==> config.mk <==
export PLATFORM = sky130hd
export DESIGN_NAME = mem_stage
export DESIGN_NICKNAME = d
export VERILOG_FILES = /design/src/rtl/mem_pkg.sv /design/src/rtl/mem_stage_store_align.sv /design/src/rtl/mem_stage.sv
export SDC_FILE = /design/constraint.sdc
export NUM_CORES = 1
export LEC_CHECK = 0
export ABC_AREA = 1
export CAP_MARGIN = 30
export CORE_AREA = 10 10 256 258
export CTS_CLUSTER_SIZE = 16
export DETAILED_ROUTE_END_ITERATION = 16
export DIE_AREA = 0 0 266 268
export SLEW_MARGIN = 20
export SYNTH_ARGS = -nofsm -noshare
export SYNTH_HDL_FRONTEND = slang
export SYNTH_HIERARCHICAL = 1
export SYNTH_SLANG_ARGS = --single-unit
export TNS_END_PERCENT = 10
==> constraint.sdc <==
create_clock -name clk -period 1.83 [get_ports clk]
set_input_delay 0.549 -clock clk [delete_from_list [all_inputs] [get_ports clk]]
set_output_delay 0.549 -clock clk [all_outputs]
set_load 0.05 [all_outputs]
==> src/rtl/mem_pkg.sv <==
// ============================================================================
// Module  : mem_pkg
// Brief   : Shared constants, FSM state type and helpers for the MEM stage.
// Revision: 1.0 - initial release
// ============================================================================
`default_nettype none

package mem_pkg;

  localparam logic [2:0] F3_B  = 3'b000;
  localparam logic [2:0] F3_H  = 3'b001;
  localparam logic [2:0] F3_W  = 3'b010;
  localparam logic [2:0] F3_D  = 3'b011;
  localparam logic [2:0] F3_BU = 3'b100;
  localparam logic [2:0] F3_HU = 3'b101;
  localparam logic [2:0] F3_WU = 3'b110;

  localparam logic [1:0] WB_SEL_ZERO = 2'b00;
  localparam logic [1:0] WB_SEL_ALU  = 2'b01;
  localparam logic [1:0] WB_SEL_MEM  = 2'b10;
  localparam logic [1:0] WB_SEL_PC4  = 2'b11;

  typedef logic [1:0] state_t;
  localparam state_t ST_IDLE = 2'd0;
  localparam state_t ST_REQ  = 2'd1;
  localparam state_t ST_WAIT = 2'd2;

  // Access size is funct3[1:0]; the unsigned variants share the signed masks.
  function automatic logic [7:0] width_mask(input logic [1:0] size);
    case (size)
      2'b00:   width_mask = 8'h01;
      2'b01:   width_mask = 8'h03;
      2'b10:   width_mask = 8'h0F;
      default: width_mask = 8'hFF;
    endcase
  endfunction

  function automatic logic misaligned(input logic [1:0] size, input logic [2:0] addr_lo);
    case (size)
      2'b00:   misaligned = 1'b0;
      2'b01:   misaligned = addr_lo[0];
      2'b10:   misaligned = |addr_lo[1:0];
      default: misaligned = |addr_lo;
    endcase
  endfunction

endpackage

`default_nettype wire

==> src/rtl/mem_stage_store_align.sv <==
// ============================================================================
// Module  : store_align
// Brief   : Combinational store-data/byte-enable alignment within a doubleword.
// Revision: 1.0 - initial release
// ============================================================================
`default_nettype none

module store_align
  import mem_pkg::*;
#(
  parameter int XLEN   = 64,
  parameter int MASK_W = 8
) (
  input  logic [2:0]        addr_lo,
  input  logic [1:0]        size,
  input  logic [XLEN-1:0]   rs2,
  output logic [XLEN-1:0]   wdata,
  output logic [MASK_W-1:0] wmask
);

  logic [MASK_W-1:0] w_base_mask;

  assign w_base_mask = MASK_W'(width_mask(size));
  assign wdata       = rs2 << {addr_lo, 3'b000};
  // Enables shifted past the top byte simply fall off.
  assign wmask       = w_base_mask << addr_lo;

endmodule

`default_nettype wire

==> src/rtl/mem_stage.sv <==
// ============================================================================
// Module  : mem_stage
// Brief   : RV64 MEM stage with valid/ready data-memory port and MEM/WB register.
//           Optional macro MISALIGN_TRAP_EN: trap misaligned accesses to WB.
// Revision: 1.0 - initial release
// ============================================================================
`default_nettype none

module mem_stage
  import mem_pkg::*;
#(
  parameter int XLEN   = 64,
  parameter int MASK_W = 8
) (
  input  logic              clk,
  input  logic              rstn,
  input  logic              valid_mem,
  input  logic [XLEN-1:0]   pc_mem,
  input  logic [31:0]       inst_mem,
  input  logic [XLEN-1:0]   alu_result_mem,
  input  logic [XLEN-1:0]   rs2_data_mem,
  input  logic              re_mem,
  input  logic              we_mem,
  input  logic [1:0]        wb_sel_mem,
  input  logic [2:0]        memdata_width_mem,
  output logic              stall_mem,
  output logic              mem_req_valid,
  input  logic              mem_req_ready,
  output logic [XLEN-1:0]   mem_addr,
  output logic              mem_we,
  output logic [XLEN-1:0]   mem_wdata,
  output logic [MASK_W-1:0] mem_wmask,
  input  logic              mem_resp_valid,
  input  logic [XLEN-1:0]   mem_rdata,
  output logic              valid_wb,
  output logic [XLEN-1:0]   pc_wb,
  output logic [31:0]       inst_wb,
  output logic [1:0]        wb_sel_wb,
  output logic [XLEN-1:0]   alu_result_wb,
  output logic [XLEN-1:0]   data_in_wb,
  output logic [2:0]        memdata_width_wb,
  output logic              misalign_exc
);

  state_t            r_state;
  logic              w_memop;
  logic              w_misalign;
  logic              w_start;
  logic              w_resp;
  logic              w_idle_pass;
  logic              w_wb_load;
  logic [XLEN-1:0]   w_wdata;
  logic [MASK_W-1:0] w_wmask;

  store_align #(
    .XLEN   (XLEN),
    .MASK_W (MASK_W)
  ) u_store_align (
    .addr_lo (alu_result_mem[2:0]),
    .size    (memdata_width_mem[1:0]),
    .rs2     (rs2_data_mem),
    .wdata   (w_wdata),
    .wmask   (w_wmask)
  );

  assign w_memop = valid_mem && (re_mem || we_mem);

`ifdef MISALIGN_TRAP_EN
  assign w_misalign = w_memop && misaligned(memdata_width_mem[1:0], alu_result_mem[2:0]);
`else
  assign w_misalign = 1'b0;
`endif

  assign w_start     = (r_state == ST_IDLE) && w_memop && !w_misalign;
  assign w_resp      = (r_state == ST_WAIT) && mem_resp_valid;
  assign w_idle_pass = (r_state == ST_IDLE) && !w_start;
  assign w_wb_load   = w_idle_pass || w_resp;

  assign mem_req_valid = (r_state == ST_REQ);
  assign stall_mem     = w_start || (r_state == ST_REQ) ||
                         ((r_state == ST_WAIT) && !mem_resp_valid);

  // Request fields are captured once so they stay stable through the handshake.
  always_ff @(posedge clk or negedge rstn) begin
    if (!rstn) begin
      r_state   <= ST_IDLE;
      mem_addr  <= '0;
      mem_we    <= 1'b0;
      mem_wdata <= '0;
      mem_wmask <= '0;
    end else begin
      case (r_state)
        ST_IDLE: begin
          if (w_start) begin
            r_state   <= ST_REQ;
            mem_addr  <= {alu_result_mem[XLEN-1:3], 3'b000};
            mem_we    <= we_mem;
            mem_wdata <= w_wdata;
            mem_wmask <= w_wmask;
          end
        end
        ST_REQ: begin
          if (mem_req_ready) r_state <= ST_WAIT;
        end
        ST_WAIT: begin
          if (mem_resp_valid) r_state <= ST_IDLE;
        end
        default: r_state <= ST_IDLE;
      endcase
    end
  end

  // Upstream is frozen while stalled, so the EX/MEM inputs are still valid on the response cycle.
  always_ff @(posedge clk or negedge rstn) begin
    if (!rstn) begin
      valid_wb         <= 1'b0;
      pc_wb            <= '0;
      inst_wb          <= '0;
      wb_sel_wb        <= '0;
      alu_result_wb    <= '0;
      data_in_wb       <= '0;
      memdata_width_wb <= '0;
      misalign_exc     <= 1'b0;
    end else begin
      valid_wb     <= w_resp || (w_idle_pass && valid_mem);
      misalign_exc <= w_idle_pass && w_misalign;
      if (w_wb_load) begin
        pc_wb            <= pc_mem;
        inst_wb          <= inst_mem;
        wb_sel_wb        <= w_misalign ? WB_SEL_ZERO : wb_sel_mem;
        alu_result_wb    <= alu_result_mem;
        data_in_wb       <= (w_resp && !mem_we) ? mem_rdata : '0;
        memdata_width_wb <= memdata_width_mem;
      end
    end
  end

endmodule

`default_nettype wire

==> impl_results.md <==
- Status: finished with violations
- Failing checks: setup timing
- Post-synthesis mux area share: 0%
- Clock Path Buffers: 3
- Core area: 60100 um2
- Final hold slack: between 0.4 and 0.5 ns
- Yosys cell types: 21
- Critical Path, Cell by Cell: nor2_4 -> nand2_8 -> nand3_4 -> buf_12
- Worst Hold Class: input pin to asynchronous set/reset pin
- Yosys warning count: 6
- Final wirelength: ~76 mm
- Starting density of the core: between 20 and 30%
- Worst R2R Start: r_state[0]
- Crit-path slowest cell: dfrtp_2
- Final WS setup: -0.194 ns
- Vias: around 17000
- Busiest grt layer: met2
- Htree depth: 2
- Post-Synth Simple-Gate Area: a little under two fifths
- Detailed-route wire length per cell: around 22 um
- Grt met3 use: under 10%
- Avg Cell Area, Syn: 8.00 um2
- Tmin final: ~2.0 ns
- Synth-to-Final Area Change: 62.9%
- Crit-path max FO: 3
- Crit path DAT: 1.48 ns
- Grt total ovfl: 0
- Die ar.: just over 70000 um2
- Hold Vio Cnt, Final: 0
- GRT Total Usage: 20.7%
- Most common cell after layout, fill and taps aside: nand2_1
- Largest stage delay, worst path: 0.44 ns
- Vias in the first global route: about 17000
- Critical path depth: 4
- R2r setup slk: about 0.17 ns
- Post-synthesis sequential area ratio: roughly 56%
- Row cnt: 90
- Req. time, crit path: 1.28 ns
- RSZ-0062 raised after global routing: true
- Startpoint Class: flip-flop
- Clock Sinks: approximately 370
- Total CTS buffers: 42
- Placed Cells: roughly 3500
- Clock Pin Slew Worst Setup and Hold Paths: 0.06 ns
- Setup CP Type: flip-flop to output port
- Vias/cell: about 4.8
- M2 GR Usage: between 30% and 40%
- Reg-to-reg critical path endpoint: data_in_wb[49]
- Share of layout cells above drive strength 1: between 20% and 30%
- Nets@finish: about 3000
- Top Ports: between 600 and 700
- Fillers: 5800
- Die X: approximately 270 um
- Final ANT Viol Nets: 0
- Max Cap Viol: 0
- RD Place Congestion: 0.901
- Largest net degree at the start of global routing: 65
- Clk Latency, worst-skew pair: 0.55 ns
- Finished Layout Cells: 3544
- 1st-iter DRT viols: ~1500
- Post-synthesis compound-gate area fraction: less than 1%
- Worst reg2reg path depth: 7
- HPWL Detailed: between 50 and 60 mm
- Fmax achieved: roughly 490 MHz
- Largest family of logic cells by synthesized area: simple AND/OR/NAND/NOR gates
- Post-Syn Area: between 15000 and 20000 um2
- Leakage: 13.8 nW
- Initial antenna violation count: 10
- Tot Pwr: between 50 and 60 mW
- #FFs+latches synth: 366
- Die height: between 200 and 300 um
- Setup TNS: -0.366 ns
- Most frequent cells in the layout: nand2_1 (946), nand3_1 (499), dfrtp_1 (363), buf_4 (301), clkdlybuf4s50_1 (292)
- # DRC: 0
- Root Buffer: clkbuf_16
- PortBufs: between 600 and 700
- Slew Viols, Final: 0
- Final core utilization: around 45%
- Final Setup Violations: 2
- First-pass GRT wire length: approximately 110 mm
- Worst VDD drop: 1.33 mV
- Cells after synthesis: between 2000 and 2500
- Power per cell area: 2040 nW/um2
- Met1 Resource Use GR: roughly a quarter
- Worst Skew: 0.0156 ns
- Top delay family on crit path: flip-flops
- Buf/Inv on CP: 1
- CTS tree: built
- Xor/xnor cell area share of the yosys netlist: 0%
- DRT Pass-1 Iters: 7
- Final Cycle Share: 111%
- Crit. End Element: output port
- Adder-cell area share of the yosys netlist: 0%
-- cells by family after synthesis --
group | count (synthesis)
AND/OR/NAND/NOR | 1489
flip-flops | 366
buffers and inverters | 186
AO/OA/AOI/OAI | 17
other | 1
-- area by class of cell --
type	instances	area [um2]	share of cell area, %
multi-input cells	1510	6420	23.9
repair buffers	777	8760	32.7
diodes	6	15.0	0.0559
inverters	31	121	0.452
flip-flops and latches	366	9160	34.1
clock inverters	14	154	0.573
clock buffers	58	1220	4.55
well taps	782	978	3.65
-- synthesized netlist by cell type --
cell	number	area [um2]
inv_1	25	93.8
buf_1	7	26.3
inv_4	1	6.26
nand2_1	947	3550
o21ai_1	4	20.0
nand2_2	3	18.8
nor2_1	37	139
o21ai_2	1	8.76
buf_6	10	113
nor2_4	1	11.3
a21oi_1	8	40.0
buf_4	30	225
dfrtp_1	366	9160
conb_1	1	3.75
clkinv_1	1	3.75
nor2_2	1	6.26
o21ai_0	4	20.0
buf_2	86	430
clkbuf_1	22	82.6
nand3_1	500	2500
inv_2	4	15.0
-- per-stage QoR --
stage               cell area [um2]  worst slack (ns)
floorplan                     16500           -0.0221
global placement              25400            -0.352
detailed placement            25400            -0.375
CTS                           26800            -0.245
global route                  26800            -0.266
finish                        26800            -0.194
-- power breakdown --
part           total (mW)  internal [mW]  switching, mW
sequential           14.4           11.5           2.84
combinational        31.8           11.0           20.8
clock                8.48           5.07           3.41
-- repair_timing --
action | in CTS | in global routing
hold endpoints to repair | 16 | 0
setup endpoints to repair | 4 | 4
pin swaps | 5 | 0
setup buffers | 4 | 0
resized for setup | 9 | 1
hold buffers | 1 | 0
-- flip-flops by register name, summed over array words and instances, names as in the netlist --
register and cells:
alu_result_wb 64, data_in_wb 64, mem_wdata 64, pc_wb 64, mem_addr 61, inst_wb 32
mem_wmask 8, memdata_width_wb 3, r_state 2, wb_sel_wb 2, mem_we 1, valid_wb 1
-- worst register-to-register path: cells and delay by family (launching register included) --
kind                   cells  cell delay, ns
flip-flops                 1            0.44
AND/OR/NAND/NOR            4            0.47
buffers and inverters      3            0.64
-- worst max path at each step --
stage                     from        endpoint  slack [ns]
detailed placement      we_mem  data_in_wb[47]       -0.37
floorplan               we_mem       stall_mem       -0.02
global placement        we_mem       stall_mem       -0.35
CTS                 r_state[0]       stall_mem       -0.24
global route        r_state[1]       stall_mem       -0.27
finish              r_state[0]       stall_mem       -0.19
-- per-layer routing --
metal / up-vias / wire, um
li1: 7929 / -
met1: 8241 / 29600
met2: 681 / 36400
met3: 125 / 7400
met4: 6 / 3020
met5: - / 42
Power figures use the tool's default switching activity.
